$ cat src/rtl/axi_arb_pkg.sv
// Shared types and field widths for the round-robin AXI read arbiter.
package axi_arb_pkg;

    typedef enum logic [1:0] {
        ARB_IDLE,
        ARB_ADDR,
        ARB_DATA
    } arb_state_t;

    localparam int AXI_LEN_W  = 8;
    localparam int AXI_RESP_W = 2;

endpackage

$ cat src/rtl/axi_rr_pick.sv
// Round-robin picker: first asserted request found scanning from ptr upward, modulo N.
module axi_rr_pick #(
    parameter int N     = 4,
    parameter int IDX_W = (N > 1) ? $clog2(N) : 1
) (
    input  logic [N-1:0]     req,
    input  logic [IDX_W-1:0] ptr,
    output logic             valid,
    output logic [IDX_W-1:0] idx
);

    function automatic int wrap(input int v);
        return (v >= N) ? v - N : v;
    endfunction

    logic [N-1:0] rotated;

    // Rotate so the pointer lands at bit 0, priority-encode, then map back.
    // NOTE: every comb output gets a default first so no path leaves it unassigned (no latch).
    always_comb begin
        rotated = '0;
        valid   = 1'b0;
        idx     = '0;
        for (int k = 0; k < N; k++) begin
            for (int j = 0; j < N; j++) begin
                if (j == wrap(int'(ptr) + k)) rotated[k] = req[j];
            end
        end
        valid = |rotated;
        for (int k = N - 1; k >= 0; k--) begin
            if (rotated[k]) idx = IDX_W'(wrap(int'(ptr) + k));
        end
    end

endmodule

$ cat src/rtl/axi_read_arbiter_rr.sv
// N-master to 1-slave AXI read arbiter: round-robin AR grant, grant held until the R burst's last beat.
module axi_read_arbiter_rr
    import axi_arb_pkg::*;
#(
    parameter int  N_MST  = 4,
    parameter int  ADDR_W = 32,
    parameter int  DATA_W = 32,
    localparam int IDX_W  = (N_MST > 1) ? $clog2(N_MST) : 1
) (
    input  logic                        clk,
    input  logic                        reset,
    input  logic [N_MST-1:0]            s_arvalid,
    output logic [N_MST-1:0]            s_arready,
    input  logic [N_MST*ADDR_W-1:0]     s_araddr,
    input  logic [N_MST*AXI_LEN_W-1:0]  s_arlen,
    output logic                        m_arvalid,
    input  logic                        m_arready,
    output logic [ADDR_W-1:0]           m_araddr,
    output logic [AXI_LEN_W-1:0]        m_arlen,
    input  logic                        m_rvalid,
    output logic                        m_rready,
    input  logic [DATA_W-1:0]           m_rdata,
    input  logic [AXI_RESP_W-1:0]       m_rresp,
    input  logic                        m_rlast,
    output logic [N_MST-1:0]            s_rvalid,
    input  logic [N_MST-1:0]            s_rready,
    output logic [DATA_W-1:0]           s_rdata,
    output logic [AXI_RESP_W-1:0]       s_rresp,
    output logic                        s_rlast,
    output logic [IDX_W-1:0]            grant_idx,
    output logic                        busy
);

    arb_state_t             state;
    logic [IDX_W-1:0]       rr_ptr;
    logic                   pick_valid;
    logic [IDX_W-1:0]       pick_idx;
    logic [IDX_W-1:0]       next_ptr;
    logic                   sel_arvalid;
    logic                   sel_rready;
    logic [ADDR_W-1:0]      sel_addr;
    logic [AXI_LEN_W-1:0]   sel_len;

    axi_rr_pick #(
        .N     (N_MST),
        .IDX_W (IDX_W)
    ) u_pick (
        .req   (s_arvalid),
        .ptr   (rr_ptr),
        .valid (pick_valid),
        .idx   (pick_idx)
    );

    // Pointer moves to the master after the one just served, wrapping at N_MST-1.
    assign next_ptr = (grant_idx == IDX_W'(N_MST - 1)) ? '0 : grant_idx + 1'b1;

    always_comb begin
        sel_arvalid = 1'b0;
        sel_rready  = 1'b0;
        sel_addr    = '0;
        sel_len     = '0;
        for (int i = 0; i < N_MST; i++) begin
            if (i == int'(grant_idx)) begin
                sel_arvalid = s_arvalid[i];
                sel_rready  = s_rready[i];
                sel_addr    = s_araddr[i*ADDR_W +: ADDR_W];
                sel_len     = s_arlen[i*AXI_LEN_W +: AXI_LEN_W];
            end
        end
    end

    // Handshakes are gated by state so nothing leaks out while IDLE; grant_idx is registered,
    // so there is no path from s_arvalid to m_arvalid in IDLE.
    always_comb begin
        m_arvalid = (state == ARB_ADDR) && sel_arvalid;
        m_rready  = (state == ARB_DATA) && sel_rready;
        s_arready = '0;
        s_rvalid  = '0;
        for (int i = 0; i < N_MST; i++) begin
            if (i == int'(grant_idx)) begin
                s_arready[i] = (state == ARB_ADDR) && m_arready;
                s_rvalid[i]  = (state == ARB_DATA) && m_rvalid;
            end
        end
    end

    assign m_araddr = sel_addr;
    assign m_arlen  = sel_len;
    assign s_rdata  = m_rdata;
    assign s_rresp  = m_rresp;
    assign s_rlast  = m_rlast;

    // NOTE: state registers use non-blocking assignments so every flop samples pre-edge values.
    // NOTE: reset is synchronous; it only takes effect on a clock edge.
    always_ff @(posedge clk) begin
        if (reset) begin
            state     <= ARB_IDLE;
            rr_ptr    <= '0;
            grant_idx <= '0;
            busy      <= 1'b0;
        end else begin
            case (state)
                ARB_IDLE: begin
                    if (pick_valid) begin
                        grant_idx <= pick_idx;
                        state     <= ARB_ADDR;
                        busy      <= 1'b1;
                    end
                end
                ARB_ADDR: begin
                    // Grant is held even if the master withdraws arvalid.
                    if (m_arvalid && m_arready) state <= ARB_DATA;
                end
                ARB_DATA: begin
                    if (m_rvalid && m_rready && m_rlast) begin
                        state  <= ARB_IDLE;
                        busy   <= 1'b0;
                        rr_ptr <= next_ptr;
                    end
                end
                default: begin
                    state <= ARB_IDLE;
                    busy  <= 1'b0;
                end
            endcase
        end
    end

endmodule
$ cat config.mk
export PLATFORM = sky130hd
export DESIGN_NAME = axi_read_arbiter_rr
export DESIGN_NICKNAME = d
export VERILOG_FILES = /design/src/rtl/axi_arb_pkg.sv /design/src/rtl/axi_rr_pick.sv /design/src/rtl/axi_read_arbiter_rr.sv
export SDC_FILE = /design/constraint.sdc
export NUM_CORES = 1
export LEC_CHECK = 0
export BUFFER_PORTS_ARGS = -buffer_cell sky130_fd_sc_hd__buf_2
export CAP_MARGIN = 20
export CORE_AREA = 5 5 110 112
export CTS_BUF_LIST = sky130_fd_sc_hd__clkbuf_4 sky130_fd_sc_hd__clkbuf_8 sky130_fd_sc_hd__clkbuf_16
export CTS_CLUSTER_SIZE = 14
export DETAILED_ROUTE_END_ITERATION = 10
export DIE_AREA = 0 0 115 117
export PLACE_DENSITY = 0.55
export SLEW_MARGIN = 40
export SYNTH_ARGS = -nofsm -noshare
export SYNTH_HDL_FRONTEND = slang
export SYNTH_SLANG_ARGS = --single-unit
$ cat constraint.sdc
create_clock -name clk -period 2.88 [get_ports clk]
set_clock_uncertainty 0.05 [all_clocks]
set_input_delay 0.144 -clock clk [delete_from_list [all_inputs] [get_ports clk]]
set_output_delay 0.144 -clock clk [all_outputs]
set_load 0.01 [all_outputs]
## Word-level counts from Yosys, hierarchy flattened

Index checks and enable logic that the tools add are counted.

- Add/subtract/negate cells: 8
- $lt $le $gt $ge: 4
- Equal/unequal tests: 21
- Mux-type cells: 56
- Bitwise operators: 1
- Reductions and logical operators: 18

Operator list:

| cell | count |
|---|---|
| equality test 3 x 32 -> 1 bit (first input constant) | 8 |
| 2-to-1 mux 32 bit | 8 |
| equality test 2 x 32 -> 1 bit (first input constant) | 4 |
| zero test 32 bit | 4 |
| greater-or-equal comparator 32 x 4 -> 1 bit (second input constant) | 3 |
| subtractor 32 x 4 -> 32 bit (second input constant) | 3 |
| 2-to-1 mux 1 bit | 34 |
| 2-to-1 mux 8 bit | 4 |
| 2-to-1 mux 2 bit | 8 |
| logical AND 1 bit | 7 |
| adder 2 x 2 -> 3 bit (second input constant) | 2 |
| one-hot mux 2 bit (3 select lines) | 1 |
| AND reduction 3 bit | 2 |
| equality test 2 bit (first input constant) | 2 |
| equality test 2 bit (second input constant) | 2 |
| zero test 2 bit | 2 |
| inequality test 2 x 1 -> 1 bit (second input constant) | 2 |
| AND reduction 2 bit | 2 |
| OR reduction 4 bit | 1 |
| subtractor 2 x 3 -> 4 bit (second input constant) | 1 |
| adder 2 x 1 -> 3 bit (second input constant) | 1 |
| greater-or-equal comparator 2 x 3 -> 1 bit (second input constant) | 1 |
| one-hot mux 1 bit (3 select lines) | 1 |
| adder 2 x 1 -> 2 bit (second input constant) | 1 |
| 4 further kinds | 4 |

- Flip-flop bits (word level): 7
- Output and inout bits: 88

## Longest topological paths before layout

Gate-level depths: netlist of the first run.

- Word-level depth: 12
- Depth in mapped cells: 10
- Depth with buffers taken out: 8

## By module

Synthesis of the first run repeated with hierarchy kept, for this count alone.

- Cells, all modules: 412
- Area, all modules: 2458.6 µm²

Modules (own cells, without submodules):

| module | instances | cells each | area an instance (µm²) | sequential area each (µm²) |
|---|---|---|---|---|
| axi_read_arbiter_rr | 1 | 367 | 2114.5 | 140.1 |
| axi_rr_pick | 1 | 45 | 344.1 | 0.0 |

## Worst setup path after synthesis of the first run

No wires, ideal clock.

- Path kind: reg-to-output
- From: reg grant_idx[1]
- To: out m_araddr[19]
- Data arrival time: 1.868 ns
- Required time: 2.686 ns
- Setup slack: 0.818 ns
- Cell stages (with the launch flop): 11
- Cells stage by stage: dfxtp_1 > inv_1 > ha_1 > buf_6 > nor2b_4 > buf_4 > buf_2 > buf_2 > a221o_1 > o21ai_0 > o21ai_0

- Cells in the longest elaborated chain, start to end: 5
- Elaborated cells between the ends (all ways): 8

RTL lines:

| item | RTL line | text |
|---|---|---|
| start, declared | axi_read_arbiter_rr.sv:30 | `output logic [IDX_W-1:0] grant_idx,` |
| start signal, assigned | axi_read_arbiter_rr.sv:105 | `grant_idx <= pick_idx;` |
| zero test 2 bit | axi_read_arbiter_rr.sv:63 | `if (i == int'(grant_idx)) begin` |
| 2-to-1 mux 32 bit (3 in a row) | axi_read_arbiter_rr.sv:63 |  |
| 2-to-1 mux 32 bit * | axi_read_arbiter_rr.sv:63 |  |
| end, declared | axi_read_arbiter_rr.sv:18 | `output logic [ADDR_W-1:0] m_araddr,` |

Mark *: on every way between the ends. The rest lies on a longest branch, timed or not.

## Worst setup path in the final report of the first run

- From: reg grant_idx[0]
- To: out m_araddr[21]

Same word-level chain as after synthesis.

==> metrics.yaml, run 1 <==
status: "completed"
via_count: 3100
grt_overflow: 0
syn_area_um2: 2150
clockRootBuffer: "clkbuf_16"
critPathLaunchType: "flip-flop"
rsz0062_at_grt: "false"
die_area_um2: 13500
routed_via_density: 4.80
wl_per_cell_um: 16.5
worst_slew_pin_slew_ns: 0.492
grt_max_degree: 51
whs_ns: 0.126
yosysUniqueCellTypes: 38
synth_cells: 326
switching_power_mw: 0.597
dp_hpwl_um: 8810
insertion_delay_ns: 0.23
rows: 39
p_sw_share_pct: 44.5
final_area_um2: 3240
irDropWorstVdd_v: 0.000298
cpMostUsedCell: "o21ai_0"
pwr-share-comb_pct: 72.9
r2r_start: "rr_ptr[1]"
fin_crit_ns: 2.43
antenna_found_initial: 0
grt_pass1_wl_um: 14700
seqPwrFrac_pct: 8.8
nets: 722
p_clk_share_pct: 18.3
fin_util_pct: 29.1
holdPathStages: 2
reg2reg_depth: 8
hold_violations: 0
drv_cap: 0
intPower_mw: 0.743
numCtsBuffers: 3
slew_viol_final: 0
ctsHoldBuffers: 0
crit_path_max_incr_delay_ns: 0.34
power.leakage_nw: 1.62
start_util_pct: 19.4
end_kind: "primary output"
ys_warn_count: 0
syn_avg_cell_area_um2: 6.61
worstPathCellList: "inv_1 > ha_1 > nor2b_4 > buf_4 > a221o_1 > o21ai_0 > o21ai_0 > buf_2"
period_share_pct: 84.3
synth_nets: 545
power_density_nw_per_um2: 414
slowest_stage: "dfxtp_1"
cts_resized: 0
postPlaceCellArea_um2: 3150
drt_first_pass_iters: 4
fmax_mhz: 412
place_congestion: 0.877
drt_iter0_markers: 148
port-buffer-count: 226
htreeDepth: 1
route.detailed.drc: 0
area.growth.synth_to_final_pct: 50.3
cts_sinks: 7
seq_area_frac_synth_pct: 6.50
cts_tree: "yes"
core_area_um2: 11100
globalRouteTotalUtil_pct: 13.3
clockBufferDepth: 2
grt_pass1_vias: 2850
fp.dieW_um: 115
worst_hold_path_type: "input port to flip-flop"
post_cts_buffers: 0
n_fill_cell: 1241
wirelength_um: 10700
r2r-end: "grant_idx[0]"
ant_nets: 0
ys_ff_latch: 7
finalSetupViolations: 0
final_layout_size_suffix_gt1_share_pct: 49.2
critPathRequiredTime_ns: 2.69
ios: 295
setup_tns_ns: 0
min_to: "rr_ptr[0]"
hp-start: "reset"
max-slew-margin-rel_pct: 67.0
arrival_ns: 2.23
crit_path_max_fanout: 21
die_h_um: 117
critPathKind: "flip-flop to primary output"
path_clk_slew_ns: 0.03
power.total_mw: 1.34
reg2reg_slack_ns: 0.58
-- power groups by stage --
| stage | registers (mW) | logic [mW] | clock network, mW |
|---|---|---|---|
| 4_1_cts | 0.118 | 0.982 | 0.248 |
| 3_3_place_gp | 0.118 | 0.971 | 0 |
| 3_5_place_dp | 0.119 | 0.976 | 0 |
| 2_1_floorplan | 0.119 | 0.610 | 0 |
| 6_report | 0.118 | 0.977 | 0.245 |
| 5_1_grt | 0.119 | 1.08 | 0.255 |
-- worst max-delay path by stage --
stage | startpoint | end | slack, ns | depth (start not counted)
finish | grant_idx[0] | m_araddr[21] | 0.45 | 8
global route | rr_ptr[1] | grant_idx[1] | 0.27 | 8
CTS | grant_idx[0] | m_araddr[21] | 0.51 | 8
detailed placement | rr_ptr[1] | grant_idx[1] | 0.61 | 8
global placement | rr_ptr[1] | grant_idx[0] | 0.65 | 8
floorplan | grant_idx[1] | m_araddr[19] | 0.82 | 10
-- stage by stage --
stage	worst slack, ns	instances
floorplan	0.818	326
global placement	0.647	641
detailed placement	0.610	641
CTS	0.506	645
global route	0.275	645
finish	0.452	646
-- synth_stat cells, drive strengths merged --
cell      n  share of area [%]
o2bb2ai   1               0.41
nand2b    2               0.58
a31oi     3               0.87
a221o    39                 18
nor2      9                1.6
a221oi    1               0.70
dfxtp     7                6.5
a211oi    8                2.8
a211o     4                1.6
nor3b     4                1.4
inv       7                1.2
o31ai     1               0.58
nand2    47                8.2
mux2i     1               0.46
buf      42                 14
nor3      2               0.46
a32o      1               0.46
a21oi     4               0.93
nand3b    4                1.4
clkbuf   21                3.7
and2      4                1.2
nand3     3               0.70
or3       1               0.29
o311ai    1               0.41
nor2b     5                1.8
o21ai    81                 19
and3      6                1.7
nand4     1               0.29
nor4      1               0.29
a311oi    2               0.81
ha       12                7.0
and2b     1               0.35
-- registers in the layout, summed over array words and instances, names as in the netlist --
signal / flops
rr_ptr: 2
state: 2
busy: 1
grant_idx: 2
-- cells in the final DEF (no fill, tap or decap), drive strengths merged, types with 3 or more instances in the layout --
cell type	instances
buf	235
o21ai	81
nand2	47
a221o	39
ha	12
nor2	9
a211oi	8
dfxtp	7
inv	7
and3	6
nor2b	5
a21oi	4
and2	4
nand3b	4
nor3b	4
a211o	4
clkbuf	4
a31oi	3
nand3	3
-- layer usage --
metal | vias up | wire length [um] | GRT usage [%]
li1 | 1541 | - | -
met1 | 1371 | 4210 | 16.9
met2 | 178 | 5370 | 23.7
met3 | 10 | 950 | 2.26
met4 | 0 | 146 | 3.13
met5 | - | 0 | 0
-- logic make-up (layout without fill, tap and decap cells) --
| logic type | after synthesis | after routing | synth area share (%) |
|---|---|---|---|
| adder cells (fa/ha/maj) | 12 | 12 | 6.97 |
| AND/OR/NAND/NOR | 90 | 90 | 20.2 |
| AO/OA/AOI/OAI | 146 | 146 | 46.7 |
| flip-flops | 7 | 7 | 6.50 |
| multiplexers | 1 | 1 | 0.465 |
| buffers and inverters | 70 | 246 | 19.2 |
| other | 0 | 1 | 0 |
-- layout make-up --
cell class	count	area, um2	share of cell area [%]
diodes	1	2.50	0.0773
inverters	7	26.3	0.811
repair buffers	235	1200	37.0
multi-input cells	249	1610	49.7
flip-flops and latches	7	140	4.33
clock buffers	4	82.6	2.55
well taps	143	179	5.53
-- worst max-delay path, delay by kind of cell (launching register included) --
family,cells,cell delay [ns]
buffers and inverters,3,0.61
AOI/OAI and AO/OA,3,0.59
DFF,1,0.34
adders and majority gates,1,0.23
and+or+nand+nor,1,0.23
(Power assumes the default switching activity.)
==> run 2, diff against run 1 <==
Settings changed: ABC_AREA set to 1.
Clock period 2.88 ns to 2.3 ns, I/O delays scaled along.
==> metrics.yaml, run 2 <==
place_congestion: 0.902  # was 0.877
rsz0062_at_grt: "false"  # unchanged
critPathKind: "flip-flop to primary output"  # unchanged
hold_violations: 0  # unchanged
syn_avg_cell_area_um2: 5.94  # was 6.61 um2
hp-start: "reset"  # unchanged
slew_viol_final: 0  # unchanged
yosysUniqueCellTypes: 24  # was 38
whs_ns: 0.0643  # was 0.126 ns
period_share_pct: 96.2
numCtsBuffers: 3  # unchanged
dp_cells: 675  # was 641
fin_crit_ns: 2.21
grt_pass1_vias: 3374  # was 2,850
start_util_pct: 19.3  # was 19.4%
synth.most_common_cell: "nand2_1"  # was o21ai_0
fmax_mhz: 452
drt_first_pass_iters: 5  # was 4
end_kind: "primary output"  # unchanged
htreeDepth: 1  # unchanged
fp.dieW_um: 115  # unchanged
slowest_stage: "dfxtp_1"  # unchanged
seq_area_frac_synth_pct: 6.52  # was 6.50%
synth_enable_flop_cells: 0  # unchanged
die_h_um: 117  # unchanged
dp_hpwl_um: 9850  # was 8810 um
core_area_um2: 11100  # unchanged
synth_cells: 362  # was 326
worst_hold_path_type: "input port to flip-flop"  # unchanged
port-buffer-count: 226  # unchanged
insertion_delay_ns: 0.23  # about the same
arrival_ns: 2.05  # was 2.23 ns
synth_area_leaders: "a221oi_1, o31ai_1, nand2_1"  # was o21ai_0, a221o_1, buf_4
crit_path_max_incr_delay_ns: 0.43  # was 0.34 ns
crit_start: "grant_idx[0]"  # unchanged
nets: 756  # was 722
globalRouteTotalUtil_pct: 15.4  # was 13.3%
path_clk_slew_ns: 0.04  # was 0.03 ns
path_buf_inv: 2  # was 3
max-slew-margin-rel_pct: 67.8  # was 67.0%
cts_tree: "yes"  # unchanged
final_cell_mix: "buf_2, nand2_1, nor2_1"  # was buf_2, o21ai_0, nand2_1
finalSetupViolations: 0  # unchanged
synth_top_flop_cell: "dfxtp_1"  # unchanged
synthTopCellsByCount: "nand2_1, nor2_1, a221oi_1, o31ai_1, buf_4"  # was o21ai_0, nand2_1, a221o_1, buf_4, clkbuf_1
antenna_found_initial: 2  # was 0
irDropWorstVdd_v: 0.000388  # was 0.000298 V
ys_ff_latch: 7  # unchanged
routed_via_density: 4.98  # was 4.80
ys_warn_count: 0  # unchanged
status: "completed"  # unchanged
power.leakage_nw: 1.66  # was 1.62 nW
wl_per_cell_um: 17.2  # was 16.5 um
grt_pass1_wl_um: 16900  # was 14,700 um
power_density_nw_per_um2: 500  # was 414 nW/um2
synth_nets: 581  # was 545
power.total_mw: 1.64  # was 1.34 mW
critPathLaunchType: "flip-flop"  # unchanged
setup_tns_ns: 0  # unchanged
drv_cap: 0  # unchanged
synthArstFlopShare_pct: 0  # unchanged
yosys.area.top_type_share_pct: 16.3  # was 18.6%
crit_path_max_fanout: 41  # was 21
cts_sinks: 7  # unchanged
area.growth.synth_to_final_pct: 52.3  # was 50.3%
final_layout_size_suffix_gt1_share_pct: 47.9  # was 49.2%
rows: 39  # unchanged
drt_iter0_markers: 284  # was 148
worstPathCellList: "ha_2 > buf_4 > a221oi_1 > o31ai_1 > buf_2"  # was inv_1 > ha_1 > nor2b_4 > buf_4 > a221o_1 > o21ai_0 > o21ai_0 > buf_2
finalNonFillerCells: 680  # was 646
route.detailed.drc: 0  # unchanged
die_area_um2: 13500  # unchanged
ios: 295  # unchanged
grt_overflow: 0  # unchanged
top_regs: "grant_idx: 2 flops, rr_ptr: 2 flops, state: 2 flops"  # unchanged
critical_path.top_delay_family: "buffers and inverters"  # unchanged
via_count: 3384  # was 3,100
ant_nets: 0  # unchanged
critPathRequiredTime_ns: 2.13  # was 2.69 ns
clockBufferDepth: 2  # unchanged
clockRootBuffer: "clkbuf_16"  # unchanged
yosysTopAreaCell: "a221oi_1"  # was o21ai_0
worst_slew_pin_slew_ns: 0.483  # was 0.492 ns
ctsHoldBuffers: 0  # unchanged
grt_max_degree: 63  # was 51
r2r_start: "grant_idx[0]"  # was rr_ptr[1]
layout_commonest_cell: "buf_2"  # unchanged
wirelength_um: 11700  # was 10,700 um
syn_area_um2: 2150  # about the same
## run 2: cell types whose count changed in the layout (fill, tap and decap cells not counted), sizes merged, moves of 5 or more
cell    previous run  this run
o31ai              1        40
and3               6         1
a221oi             1        40
nand3              3         9
nor2b              5         0
inv                7        22
o21ai             81         5
a211oi             8         1
a21oi              4        18
a221o             39         0
nor2               9        64
nand2             47        77
## run 2: routing by layer
layer,GRT usage [%],up-vias,routed length [um]
met3,3.19,23,1170
met5,0,-,7
met1,17.8,1544,4240
li1,-,1594,-
met2,28.3,221,6000
met4,5.32,2,259
## run 2: cell families (layout without fill, tap and decap cells)
logic type	count (synthesis)	count (layout)	synth area share, %
fa+ha+maj	12	12	6.98
flops	7	7	6.52
simple gates	154	154	29.0
compound gates	105	105	36.3
other cells	0	1	0
buf+inv	84	258	21.1
## run 2: final timing paths
path                  endpoint  slack [ns]  cells past startpoint
setup / recovery  m_araddr[24]        0.09                      5
hold / removal    grant_idx[1]        0.06                      2
hold reg to reg           busy        0.41                      2
setup reg to reg          busy        0.32                     10
## run 2: through the flow
step,setup slack [ns],util (%),instance area (um2)
floorplan,0.465,-,2150
global placement,0.324,28.6,3180
detailed placement,0.323,28.6,3180
CTS,0.0684,29.3,3260
global route,0.0131,29.4,3270
finish,0.0874,29.4,3270
## run 2: worst register-to-register path: stages (launching register included)
cell	delay, ns
dfxtp_1	0.36
inv_1	0.13
ha_2	0.20
buf_4	0.39
a21oi_1	0.13
nand2_1	0.11
nand3_2	0.14
a21oi_1	0.18
nand2_1	0.07
nand2_1	0.05
a21oi_1	0.05
## run 2: report_power, final
| group | switching [mW] | internal (mW) | total (mW) |
|---|---|---|---|
| Clock | 0.0700 | 0.243 | 0.313 |
| Sequential | 0.0135 | 0.134 | 0.148 |
| Combinational | 0.667 | 0.511 | 1.18 |
| Total | 0.750 | 0.888 | 1.64 |
## run 2: final cells by class
type / instances / area, um2
fillers: 1258 / 7850
diodes: 1 / 2.50
multi-input cells: 271 / 1570
inverters: 22 / 85.1
flip-flops and latches: 7 / 141
clock buffers: 4 / 82.6
repair buffers: 232 / 1210
well taps: 143 / 179
## run 2: repair_timing
| item | CTS | global route |
|---|---|---|
| buffers inserted | 0 | 0 |
| gates resized for setup | 0 | 3 |
| endpoints found under the setup margin | 0 | 21 |
